==> src/rtl/icsp_loader.sv <==
// rtl/icsp_loader.sv - serial ICSP command decoder driving program-memory load, read-back and write.
module icsp_loader #(
    parameter int PROG_CYCLES = 16
) (
    input  logic        clk,
    input  logic        rst,
    input  logic        icsp_clk,
    input  logic        icsp_dat_in,
    output logic        icsp_dat_out,
    output logic        icsp_dat_oe,
    output logic [12:0] prog_addr,
    output logic        prog_wr_en,
    output logic [13:0] prog_wr_data,
    output logic        prog_rd_en,
    input  logic [13:0] prog_rd_data,
    output logic        busy
);

    localparam int PCW = $clog2(PROG_CYCLES + 1);

    typedef enum logic [2:0] {
        ST_CMD,
        ST_LOAD,
        ST_FETCH,
        ST_READ,
        ST_PROG
    } state_t;

    state_t           state_q, state_d;
    logic [3:0]       bit_cnt_q, bit_cnt_d;
    logic [12:0]      addr_q, addr_d;
    logic [13:0]      latch_q, latch_d;
    logic [15:0]      sh_q, sh_d;
    logic [PCW-1:0]   prog_cnt_q, prog_cnt_d;
    logic             oe_q, oe_d;
    logic             wr_en_q, wr_en_d;
    logic             rd_en_q, rd_en_d;
    logic             busy_q, busy_d;
    logic [2:0]       clk_sync_q;
    logic [1:0]       dat_sync_q;

    logic             fall;
    logic             bit_in;
    logic [5:0]       cmd_word;

    // Third icsp_clk stage is the "previous" sample for edge detection.
    always_ff @(posedge clk) begin
        if (rst) begin
            clk_sync_q <= 3'b000;
            dat_sync_q <= 2'b00;
        end else begin
            clk_sync_q <= {clk_sync_q[1:0], icsp_clk};
            dat_sync_q <= {dat_sync_q[0], icsp_dat_in};
        end
    end

    assign fall     = clk_sync_q[2] & ~clk_sync_q[1];
    assign bit_in   = dat_sync_q[1];
    assign cmd_word = {bit_in, sh_q[15:11]};

    always_ff @(posedge clk) begin
        if (rst) begin
            state_q    <= ST_CMD;
            bit_cnt_q  <= 4'd0;
            addr_q     <= 13'h0000;
            latch_q    <= 14'h3FFF;
            sh_q       <= 16'h0000;
            prog_cnt_q <= '0;
            oe_q       <= 1'b0;
            wr_en_q    <= 1'b0;
            rd_en_q    <= 1'b0;
            busy_q     <= 1'b0;
        end else begin
            state_q    <= state_d;
            bit_cnt_q  <= bit_cnt_d;
            addr_q     <= addr_d;
            latch_q    <= latch_d;
            sh_q       <= sh_d;
            prog_cnt_q <= prog_cnt_d;
            oe_q       <= oe_d;
            wr_en_q    <= wr_en_d;
            rd_en_q    <= rd_en_d;
            busy_q     <= busy_d;
        end
    end

    always_comb begin
        state_d    = state_q;
        bit_cnt_d  = bit_cnt_q;
        addr_d     = addr_q;
        latch_d    = latch_q;
        sh_d       = sh_q;
        prog_cnt_d = prog_cnt_q;
        oe_d       = oe_q;
        wr_en_d    = 1'b0;
        rd_en_d    = 1'b0;
        busy_d     = busy_q;
        case (state_q)
            ST_CMD: begin
                if (fall) begin
                    sh_d = {bit_in, sh_q[15:1]};
                    if (bit_cnt_q == 4'd5) begin
                        bit_cnt_d = 4'd0;
                        case (cmd_word)
                            6'h02: state_d = ST_LOAD;
                            6'h04: begin
                                state_d = ST_FETCH;
                                rd_en_d = 1'b1;
                            end
                            6'h06: addr_d = addr_q + 13'd1;
                            6'h08: begin
                                state_d    = ST_PROG;
                                wr_en_d    = 1'b1;
                                busy_d     = 1'b1;
                                prog_cnt_d = '0;
                            end
                            default: ;
                        endcase
                    end else begin
                        bit_cnt_d = bit_cnt_q + 4'd1;
                    end
                end
            end
            ST_LOAD: begin
                if (fall) begin
                    sh_d = {bit_in, sh_q[15:1]};
                    if (bit_cnt_q == 4'd15) begin
                        // Start bit sits in sh_q[1]; data bits 1..14 occupy sh_q[15:2].
                        bit_cnt_d = 4'd0;
                        latch_d   = sh_q[15:2];
                        state_d   = ST_CMD;
                    end else begin
                        bit_cnt_d = bit_cnt_q + 4'd1;
                    end
                end
            end
            ST_FETCH: begin
                // First cycle carries the read strobe; memory data is valid on the second.
                if (!rd_en_q) begin
                    sh_d    = {1'b0, prog_rd_data, 1'b0};
                    oe_d    = 1'b1;
                    state_d = ST_READ;
                end
            end
            ST_READ: begin
                if (fall) begin
                    sh_d = {1'b0, sh_q[15:1]};
                    if (bit_cnt_q == 4'd15) begin
                        bit_cnt_d = 4'd0;
                        oe_d      = 1'b0;
                        state_d   = ST_CMD;
                    end else begin
                        bit_cnt_d = bit_cnt_q + 4'd1;
                    end
                end
            end
            ST_PROG: begin
                if (prog_cnt_q == PCW'(PROG_CYCLES - 1)) begin
                    busy_d  = 1'b0;
                    state_d = ST_CMD;
                end else begin
                    prog_cnt_d = prog_cnt_q + 1'b1;
                end
            end
            default: state_d = ST_CMD;
        endcase
    end

    assign icsp_dat_out = sh_q[0];
    assign icsp_dat_oe  = oe_q;
    assign prog_addr    = addr_q;
    assign prog_wr_en   = wr_en_q;
    assign prog_wr_data = latch_q;
    assign prog_rd_en   = rd_en_q;
    assign busy         = busy_q;

endmodule
==> config.mk <==
export PLATFORM = sky130hd
export DESIGN_NAME = icsp_loader
export DESIGN_NICKNAME = d
export VERILOG_FILES = /design/src/rtl/icsp_loader.sv
export SDC_FILE = /design/constraint.sdc
export NUM_CORES = 1
export LEC_CHECK = 0
export ABC_AREA = 1
export BUFFER_PORTS_ARGS = -buffer_cell sky130_fd_sc_hd__clkbuf_2
export CAP_MARGIN = 40
export CORE_MARGIN = 2
export CORE_UTILIZATION = 40
export DETAILED_ROUTE_END_ITERATION = 12
export PLACE_DENSITY_LB_ADDON = 0.3
export SYNTH_ARGS = -nofsm -noshare
export SYNTH_HDL_FRONTEND = slang
export SYNTH_SLANG_ARGS = --single-unit
==> constraint.sdc <==
create_clock -name clk -period 5 [get_ports clk]
set_clock_uncertainty 0.1 [all_clocks]
set_input_delay 0.5 -clock clk [delete_from_list [all_inputs] [get_ports clk]]
set_output_delay 0.5 -clock clk [all_outputs]
set_load 0.03 [all_outputs]
## Word-level counts from Yosys, hierarchy flattened

Index checks and enable logic that the tools add are counted.

- Bits in registers: 64
- Input bits: 18
- Logic and storage cells: 92

- Add/sub/neg operators: 3
- Equality and inequality tests: 23
- Mux-type cells: 33
- Bitwise logic cells: 5
- Reductions and logical operators: 16

Operator list:

| operator | number |
|---|---|
| $mux W16 | 3 |
| $pmux W16 S3 | 1 |
| $mux W5 | 4 |
| $mux W3 | 6 |
| $mux W4 | 4 |
| $ne A2 B2 Y1 const B | 7 |
| $add A13 B1 Y13 const B | 1 |
| $eq A6 B3 Y1 const B | 2 |
| $pmux W3 S4 | 1 |
| $reduce_and A4 Y1 | 3 |
| $pmux W5 S2 | 1 |
| $reduce_and A5 Y1 | 2 |
| $mux W1 | 9 |
| $pmux W3 S3 | 1 |
| $ne A2 B1 Y1 const B | 4 |
| $pmux W4 S2 | 1 |
| $reduce_and A7 Y1 | 1 |
| $eq A3 B2 Y1 const B | 2 |
| $eq A6 B2 Y1 const B | 1 |
| $eq A6 B4 Y1 const B | 1 |
| $reduce_and A3 Y1 | 2 |
| $reduce_bool A2 Y1 | 3 |
| $add A5 B1 Y5 const B | 1 |
| $eq A5 B4 Y1 const B | 1 |
| other kinds (13) | 18 |

## Logic depth before layout (Yosys ltp)

Gate-level depths: netlist of run 1.

- Depth in word-level cells: 5
- Depth in mapped cells: 11
- Depth with buffers taken out: 11

## Worst setup path before layout of run 1

No wires, ideal clock.

- Path type: register to register
- Start: register prog_cnt_q[0]
- End: register prog_cnt_q[0]
- Arrival time: 1.381 ns
- Required time: 4.784 ns
- Path slack: 3.403 ns
- Cell stages (with the launch flop): 12
- Path buffers: 0
- Cells stage by stage: dfxtp_1 -> ha_1 -> nand2_1 -> nor2_1 -> ha_1 -> inv_1 -> nor2_1 -> nor2_2 -> nand2_2 -> clkinv_1 -> nor2_1 -> nor2_1

- Longest elaborated chain between the ends: 3
- Elaborated cells between the ends (all ways): 6
- Classes of those cells: add/sub (1); eq/ne (2); mux (2); reduce/logical (1)

Ends and longest elaborated chain:

| what | RTL line | RTL |
|---|---|---|
| from (decl) | 34 | `logic [PCW-1:0] prog_cnt_q, prog_cnt_d;` |
| from (signal assigned) | 79 | `prog_cnt_q <= prog_cnt_d;` |
| $add A5 B1 Y5 or $eq A5 B4 Y1 (tied branches) | 162, 158 |  |
| $mux W5 or $ne A2 B2 Y1 (tied branches) | -- |  |
| $pmux W5 S2 or $reduce_and A5 Y1 (tied branches) | -- |  |

Several ways; a longest one is shown, not always the timed one. The select of a mux whose other input is x is not followed.
A chain may end at the register's enable or synchronous reset.

## Worst setup path after layout of run 1

- Start: register state_q[2]
- End: register sh_q[12]

- Longest elaborated chain between the ends: 4
- Elaborated cells between the ends (all ways): 11
- Classes of those cells: eq/ne (6); mux (1); reduce/logical (4)

Ends and longest elaborated chain:

| what | RTL line | RTL |
|---|---|---|
| from (decl) | 29 | `state_t state_q, state_d;` |
| from (signal assigned) | 74 | `state_q <= state_d;` |
| $eq A3 B1 Y1 or $logic_not A3 Y1 (tied branches) | 98 | `case (state_q)` |
| $reduce_or A2 Y1 (no line) | -- |  |
| $ne A2 B1 Y1 (no line) or $reduce_bool A3 Y1 (tied branches) | -- |  |
| $reduce_and A4 Y1 (no line) | -- |  |
| to (signal assigned) | 67 | `sh_q <= 16'h0000;` |
| to (signal assigned) | 78 | `sh_q <= sh_d;` |
| to (decl) | 33 | `logic [15:0] sh_q, sh_d;` |

Several ways; a longest one is shown, not always the timed one.

==> results.toml, run 1 <==
[power_and_ir_drop]
p_comb_frac = 0.037
irDropWorstVdd_v = 0.000135
power_density_mw_per_mm2 = 283
power.leakage_nw = 1.44
internal_power_mw = 0.763
power_frac_seq = 0.515
power.share.clock = 0.449
p_sw_mw = 0.248
netSwitchingFraction = 0.245

[place]
portBuffers = 49
placed_area_sq_mm = 0.00337
gp_congestion = 0.844
dpl.hpwl_um = 5230

[route]
ant_nets = 0
drc = 0
routedWlPerCell_um = 12.3
vias = 2948
routed_via_density = 5.05
dr.pass1.iters = 4
drtIter0Drc = 168
wl_um = 7160

[yosys]
synth_top_family_by_area = "simple AND/OR/NAND/NOR gates"
synth_compound_area_frac = 0.117
synthAdderAreaFrac = 0.0205
yosysWarnings = 0
seq_area_frac_synth = 0.420
synthDistinctLibCells = 33
synth_top_cell_by_area = "dfxtp_1"
synth_xor_area_frac = 0.00861
synth_seq_cells = 64
synth_area_leaders = "dfxtp_1 42%, nand2_1 13%, nor2_1 6.8%"
async_reset_ff_frac = 0
synthFlopType = "dfxtp_1"
synth-edff-count = 0
syn_area_sq_mm = 0.00305
post-synth-top-area-fraction = 0.420
synthMuxAreaShare = 0
yosys.area_share.simple = 0.352
synth_cells = 434
syn-num-nets = 457
syn_area_per_cell_sq_um = 7.03

[die]
core_area_sq_mm = 0.00733
std_cell_rows = 31
dieArea_sq_mm = 0.00834
io_pins = 50
dieHeight_um = 91.3
initial_utilization = 0.416
dieWidth_um = 91.3

[worst_hold_path]
holdCritStartpoint = "icsp_clk"
min_to = "clk_sync_q[0]$_SDFF_PP0_"
hp-class = "in2reg"
hold_depth = 3

[critical_path]
path_buf_inv = 1
crit_chain = "nor2_2, nand2_2, inv_2, nand2_1, nand2_2, o21ai_0, a31oi_1"
endpoint_kind = "flip-flop"
regToRegEndpoint = "sh_q[12]$_SDFFE_PP0P_"
r2r-start = "state_q[2]$_SDFFE_PP0P_"
crit_required_ps = 5170
crit_fanout = 30
critPathSlowestCell = "nand2_2"
critPathMaxStageDelay_ps = 380
crit_top_cell = "nand2_2"
reg2reg_slack_ps = 2850
crit_path_start_kind = "flip-flop"
worstPathArrival_ps = 2320
crit_family = "simple AND/OR/NAND/NOR gates"
worstSetupPathType = "reg2reg"
r2r_cells = 7

[finish]
multi_input_area_sq_mm = 0.00152
mostFrequentLayoutCells = "106 x nand2_1, 64 x dfxtp_1, 55 x nor2_1"
drive_gt1_frac = 0.184
num_antenna_cells = 0
seq_area_sq_mm = 0.00128
nets = 503
area_growth_pct = 17.1
fillers = 735
layout_commonest_cell = "nand2_1"
fin_area_sq_mm = 0.00357

[timing]
worstMarginPinSlew_ps = 589
grt_setup_unrepaired = "no"
fin_tns_setup_ps = 0
period_share = 0.429
min_period_ps = 2150
finalSetupViolCount = 0
slew_headroom = 0.607
slew_violations = 0
final_hold_viol_count = 0
max_clock_freq_ghz = 0.466

[cts]
cts_setup_buffers = 0
htreeDepth = 3
cts_tree = "done"
clock_latency_ps = 350
clockRootBuffer = "clkbuf_8"
postCtsHoldBufs = 0
cts_buffer_depth = 2
cts_inserted_buffers = 9
cts.sinks = 64
clkTransAtPathRegs_ps = 80
cts_resized = 0

[global_routing]
grt_first_pass_wirelength_um = 12200
grt_pass1_vias = 2650
grt_max_degree = 31
overflow = 0
antenna_found_initial = 0
grt_util_all_layers = 0.182

[outcome]
status = "complete, no violations"

[run]
drv_cap = 0
power groups by stage:
stage                     combinational, mW  sequential, mW  clock, mW
after floorplan                      0.0235           0.531          0
after global placement               0.0337           0.532          0
after detailed placement             0.0371           0.532          0
after CTS                            0.0374           0.520      0.468
after global routing                 0.0418           0.521      0.496
final                                0.0370           0.520      0.454
Yosys cell counts (3+ instances only):
cell type / number
nor2_2: 5
a31oi_1: 14
nor3_1: 10
dfxtp_1: 64
xor2_1: 3
inv_1: 41
buf_2: 3
o211ai_1: 4
inv_2: 3
ha_1: 5
buf_4: 3
nand4_1: 15
nand3_1: 29
clkbuf_1: 8
a21oi_1: 19
nand2_1: 106
o21ai_0: 26
nand2_2: 5
nor2_1: 55
routing by layer:
metal / global-route usage / routed length [um] / vias up
met5: 0 / 0 / -
met1: 0.230 / 3300 / 1341
met3: 0.0564 / 401 / 10
met2: 0.296 / 3380 / 79
li1: - / - / 1518
met4: 0.0581 / 75 / 0
registers in the layout, summed over array words and instances (netlist names):
signal and count:
icsp_dat_oe 1, sh_q 16, dat_sync_q 2, prog_cnt_q 5, clk_sync_q 3, prog_rd_en 1
prog_wr_data 14, prog_wr_en 1, bit_cnt_q 4, prog_addr 13, state_q 3, busy 1
per-stage QoR:
stage	util	hold WS (ps)	cells	power, mW	worst slack, ps
after floorplan	-	288	434	0.554	3400
after global placement	0.455	291	566	0.566	2720
after detailed placement	0.460	298	568	0.569	2850
after CTS	0.488	228	584	1.03	2830
after global routing	0.488	236	584	1.06	2500
final	0.488	244	584	1.01	2850
how the worst max path moves through the flow:
stage / cells past startpoint / end / startpoint
after floorplan: 11 / prog_cnt_q[0]$_SDFFE_PP0P_ / prog_cnt_q[0]$_SDFFE_PP0P_
after global placement: 4 / sh_q[10]$_SDFFE_PP0P_ / rst
after detailed placement: 7 / sh_q[3]$_SDFFE_PP0P_ / state_q[2]$_SDFFE_PP0P_
after CTS: 7 / sh_q[12]$_SDFFE_PP0P_ / state_q[2]$_SDFFE_PP0P_
after global routing: 7 / sh_q[13]$_SDFFE_PP0P_ / state_q[2]$_SDFFE_PP0P_
final: 7 / sh_q[12]$_SDFFE_PP0P_ / state_q[2]$_SDFFE_PP0P_
cells by family (layout without fill, tap and decap cells):
logic type      count (synthesis)  in the layout
simple gates                  236            236
xor+xnor                        3              3
buf+inv                        61            112
flops                          64             64
fa+ha+maj                       5              5
compound gates                 65             65
cell type report:
type                            instances  share of cell area
Clock buffer                            9              0.0347
Clock inverter                          7              0.0217
Inverter                               45              0.0473
Multi-Input combinational cell        309               0.425
Sequential cell                        64               0.358
Tap cell                               99              0.0347
Timing Repair Buffer                   51              0.0784
tightest hold or removal path, delay by kind of cell:
family | cells | cell delay [ps]
buffers and inverters | 2 | 120
AND/OR/NAND/NOR | 1 | 30
No activity file was read; power rests on OpenSTA's default activity.
==> inputs of run 2 (changes only) <==
Settings changed: ABC_AREA 1 to 0.
Clock period 5 ns to 2 ns, I/O delays scaled along.
==> results.toml, run 2 <==
[outcome]
status = "finished with violations"
violations = "negative setup slack"

[worst_hold_path]
hold_depth = 3
hp-class = "in2reg"

[finish]
multi_input_area_sq_mm = 0.00166
drive_gt1_frac = 0.319
max_flop_register = "sh_q"
fillers = 684
fin_area_sq_mm = 0.00392
layout_commonest_cell = "dfxtp_1"
area_growth_pct = 32.4
post-route-util = 0.543
stdcell_count = 531
num_antenna_cells = 0
largest_register_ffs = 16
nets = 450
mostFrequentLayoutCells = "61 x dfxtp_1, 49 x clkbuf_2, 39 x buf_4"
seq_area_sq_mm = 0.00128

[route]
vias = 2866
drtIter0Drc = 74
routedWlPerCell_um = 13.9
drc = 0
ant_nets = 0
wl_um = 7390
routed_via_density = 5.40
dr.pass1.iters = 4

[yosys]
synth_cells = 346
async_reset_ff_frac = 0
synthFlopType = "dfxtp_1"
synth_seq_cells = 64
yosysMostFrequentCell = "dfxtp_1"
ys_top_cells_by_count = "64 x dfxtp_1, 34 x nand2_1, 30 x nor2_1"
synth-edff-count = 0
yosysWarnings = 0
seq_area_frac_synth = 0.433
synth_top_cell_by_area = "dfxtp_1"
syn_area_sq_mm = 0.00296
post-synth-top-area-fraction = 0.433
synth_area_leaders = "dfxtp_1 43%, mux2i_1 5.4%, nand2_1 4.3%"
syn-num-nets = 369
synthDistinctLibCells = 48
syn_area_per_cell_sq_um = 8.56

[timing]
slew_headroom = 0.718
finalSetupViolCount = 3
slew_violations = 0
period_share = 1.01
final_hold_viol_count = 0
setup_slack_ps = -20.6
min_period_ps = 2020
max_clock_freq_ghz = 0.495
grt_setup_unrepaired = "yes"
worstMarginPinSlew_ps = 422

[critical_path]
critPathSlowestCell = "or4_4"
crit_family = "simple AND/OR/NAND/NOR gates"
endpoint_kind = "flip-flop"
crit_chain = "or3_4, or4_4, buf_6, or3_4, a21oi_2"
worstSetupPathType = "reg2reg"
crit_required_ps = 2180
critPathMaxStageDelay_ps = 480
crit_fanout = 6
crit_top_cell = "or3_4"
path_buf_inv = 1
cp_num_cells = 5
r2r_cells = 5
crit_path_start_kind = "flip-flop"
reg2reg_slack_ps = -20
worstPathArrival_ps = 2200

[cts]
cts_inserted_buffers = 9
clock_latency_ps = 350
clockRootBuffer = "clkbuf_8"
htreeDepth = 3
clkTransAtPathRegs_ps = 70
cts_buffer_depth = 2
cts.sinks = 64
cts_tree = "done"

[die]
io_pins = 50
std_cell_rows = 31
dieWidth_um = 90.0
dieHeight_um = 90.0
initial_utilization = 0.410
dieArea_sq_mm = 0.00811
core_area_sq_mm = 0.00721

[power_and_ir_drop]
power_density_mw_per_mm2 = 727
irDropWorstVdd_v = 0.000371
power.leakage_nw = 1.51
p_total_mw = 2.85

[place]
dpl.hpwl_um = 5010
gp_congestion = 0.843
placed_cells = 509
placed_area_sq_mm = 0.00353
dp_slack_ps = -93.9
portBuffers = 49

[global_routing]
antenna_found_initial = 0
grt_first_pass_wirelength_um = 12300
grt_max_degree = 32
grt_pass1_vias = 2780
overflow = 0
grt_util_all_layers = 0.185

[run]
drv_cap = 0
run 2: cell type report:
class	count	share of cell area
Clock inverter	6	0.0236
Timing Repair Buffer	92	0.148
Multi-Input combinational cell	249	0.423
Inverter	11	0.0105
Clock buffer	10	0.0351
Tap cell	99	0.0316
Sequential cell	64	0.328
run 2: path summary, 6_finish.rpt:
check	start	to
worst min-delay path	prog_rd_data[4]	sh_q[5]$_SDFFE_PP0P_
worst max-delay path	sh_q[11]$_SDFFE_PP0P_	prog_addr[0]$_SDFFE_PP0P_
worst min register to register	clk_sync_q[0]$_SDFF_PP0_	clk_sync_q[1]$_SDFF_PP0_
worst max register to register	sh_q[11]$_SDFFE_PP0P_	prog_addr[0]$_SDFFE_PP0P_
run 2: worst register-to-register path: cells and delay by family (launching register included):
kind                   cells  cell delay, ps
and+or+nand+nor            3            1250
DFF                        1             320
buffers and inverters      1             160
AOI/OAI and AO/OA          1             130
run 2: power breakdown:
part	switching (mW)	leakage (nW)	internal, mW
sequential	0.0154	0.519	1.30
clock	0.530	0.109	0.739
combinational	0.150	0.878	0.115
total	0.695	1.51	2.16
run 2: timing repair:
action | 4_1_cts | 5_1_grt
gates cloned | 2 | 0
setup buffers | 0 | 2
hold endpoints to repair | 2 | 0
endpoints found under the setup margin | 15 | 24
pin swaps | 12 | 4
hold buffers | 2 | 0
gates resized for setup | 8 | 16
run 2: cell families (layout without fill, tap and decap cells):
kind of cell,Yosys count,in the layout,synth area share
simple gates,148,150,0.263
compound gates,75,75,0.170
flops,64,64,0.433
buf+inv,35,119,0.0499
mux,16,16,0.0541
fa+ha+maj,5,5,0.0211
xor+xnor,3,3,0.00888
run 2: stage by stage:
| step | hold WS, ps | setup TNS, ps |
|---|---|---|
| 4_1_cts | 69.8 | -291 |
| 2_1_floorplan | 228 | -217 |
| 6_report | 74.1 | -41.3 |
| 5_1_grt | 88.1 | -666 |
| 3_3_place_gp | 309 | -350 |
| 3_5_place_dp | 317 | -755 |
run 2: metal layers:
| layer | GRT usage | routed length (um) |
|---|---|---|
| met1 | 0.221 | 3270 |
| met2 | 0.320 | 3720 |
| met5 | 0 | 0 |
| met4 | 0.0923 | 159 |
| met3 | 0.0327 | 235 |
==> inputs of run 3 (changes only) <==
Settings changed: CORE_UTILIZATION 40 to 45.
==> results.toml, run 3 (same netlist as run 2, synthesis figures left out) <==
[timing]
fin_tns_setup_ps = -72.8
finalSetupViolCount = 4
setup_slack_ps = -33.3
period_share = 1.02
grt_setup_unrepaired = "yes"
worstMarginPinSlew_ps = 524
slew_headroom = 0.641
min_period_ps = 2030
slew_violations = 0
final_hold_viol_count = 0
max_clock_freq_ghz = 0.492

[critical_path]
worstPathArrival_ps = 2210
crit_fanout = 5
regToRegEndpoint = "prog_addr[11]$_SDFFE_PP0P_"
crit_required_ps = 2180
reg2reg_slack_ps = -30
endpoint_kind = "flip-flop"
r2r_cells = 4
r2r-start = "clk_sync_q[1]$_SDFF_PP0_"
crit_path_start_kind = "flip-flop"
worstSetupPathType = "reg2reg"

[finish]
area_growth_pct = 32.1
drive_gt1_frac = 0.323
layout_commonest_cell = "dfxtp_1"
largest_register_ffs = 16
post-route-util = 0.616
nets = 448
max_flop_register = "sh_q"
mostFrequentLayoutCells = "61 x dfxtp_1, 49 x clkbuf_2, 35 x buf_4"
num_antenna_cells = 0

[route]
ant_nets = 0
vias = 2888
dr.pass1.iters = 4
drc = 0
routed_via_density = 5.70
wl_um = 7670
routedWlPerCell_um = 15.1
drtIter0Drc = 204

[place]
portBuffers = 49
gp_congestion = 0.842
dp_slack_ps = -78.1
dpl.hpwl_um = 5000

[worst_hold_path]
hold_depth = 3
holdCritStartpoint = "prog_rd_data[4]"
hp-class = "in2reg"
min_to = "sh_q[5]$_SDFFE_PP0P_"

[die]
dieWidth_um = 85.1
initial_utilization = 0.466
dieArea_sq_mm = 0.00724
std_cell_rows = 29
dieHeight_um = 85.1
io_pins = 50
core_area_sq_mm = 0.00635

[global_routing]
antenna_found_initial = 0
grt_first_pass_wirelength_um = 12600
grt_util_all_layers = 0.217
grt_util_met1 = 0.284
use_met2 = 0.334
overflow = 0
top_usage_layer = "met2"
grt_pass1_vias = 2711
grt_max_degree = 31
grtUsageMet3 = 0.0642

[cts]
clockRootBuffer = "clkbuf_8"
clock_latency_ps = 350
cts_tree = "done"
cts.sinks = 64
cts_inserted_buffers = 9
htreeDepth = 3
clkTransAtPathRegs_ps = 80
cts_buffer_depth = 2

[power_and_ir_drop]
power.leakage_nw = 1.50
power_density_mw_per_mm2 = 698
p_total_mw = 2.73
irDropWorstVdd_v = 0.000496

[outcome]
violations = "negative setup slack"
status = "finished with violations"

[run]
drv_cap = 0
run 3: metrics by stage:
| stage | cell area [sq um] | cells | hold slack [ps] |
|---|---|---|---|
| final | 3910 | 507 | 68.3 |
| after global routing | 3910 | 507 | 80.1 |
| after CTS | 3760 | 505 | 52.4 |
| after detailed placement | 3490 | 484 | 314 |
| after global placement | 3490 | 484 | 306 |
| after floorplan | 2970 | 346 | 228 |
run 3: worst max path at each step:
stage	endpoint	cells after the start	from	slack, ps
6_report	prog_addr[11]$_SDFFE_PP0P_	4	clk_sync_q[1]$_SDFF_PP0_	-30
3_3_place_gp	prog_addr[0]$_SDFFE_PP0P_	5	dat_sync_q[1]$_SDFF_PP0_	-60
4_1_cts	prog_addr[9]$_SDFFE_PP0P_	4	sh_q[11]$_SDFFE_PP0P_	-70
5_1_grt	prog_addr[11]$_SDFFE_PP0P_	6	bit_cnt_q[1]$_SDFFE_PP0P_	-150
3_5_place_dp	prog_addr[5]$_SDFFE_PP0P_	6	bit_cnt_q[1]$_SDFFE_PP0P_	-80
2_1_floorplan	prog_addr[10]$_SDFFE_PP0P_	6	sh_q[11]$_SDFFE_PP0P_	-80
run 3: cell type report:
| class | instances | area (sq um) |
|---|---|---|
| flip-flops and latches | 64 | 1280 |
| fillers | 554 | 2440 |
| repair buffers | 90 | 596 |
| clock inverters | 7 | 78.8 |
| well taps | 77 | 96.3 |
| clock buffers | 9 | 124 |
| multi-input cells | 249 | 1690 |
| inverters | 11 | 41.3 |
run 3: where the power goes:
group          leakage [nW]  switching, mW  internal (mW)
logic                 0.885          0.158          0.114
clock network        0.0925          0.554          0.585
registers             0.519         0.0164           1.30
run 3: worst max-delay path, cell delays in order (launching register included):
cell,delay (ps)
dfxtp_2,320
nand3b_1,260
or4_4,630
or4b_1,490
a21oi_1,170
run 3: repair_timing:
action / CTS / global route
setup endpoints to repair: 17 / 20
buffers inserted: 1 / 1
resized for setup: 6 / 22
hold buffers: 2 / 0
cloned: 2 / 1
endpoints found under the hold margin: 2 / 0
pin swaps: 10 / 7
run 3: routing by layer:
metal / share of wire / up-vias
met4: 0.015 / 0
li1: - / 1418
met1: 0.45 / 1380
met5: 0 / -
met2: 0.48 / 80
met3: 0.051 / 10
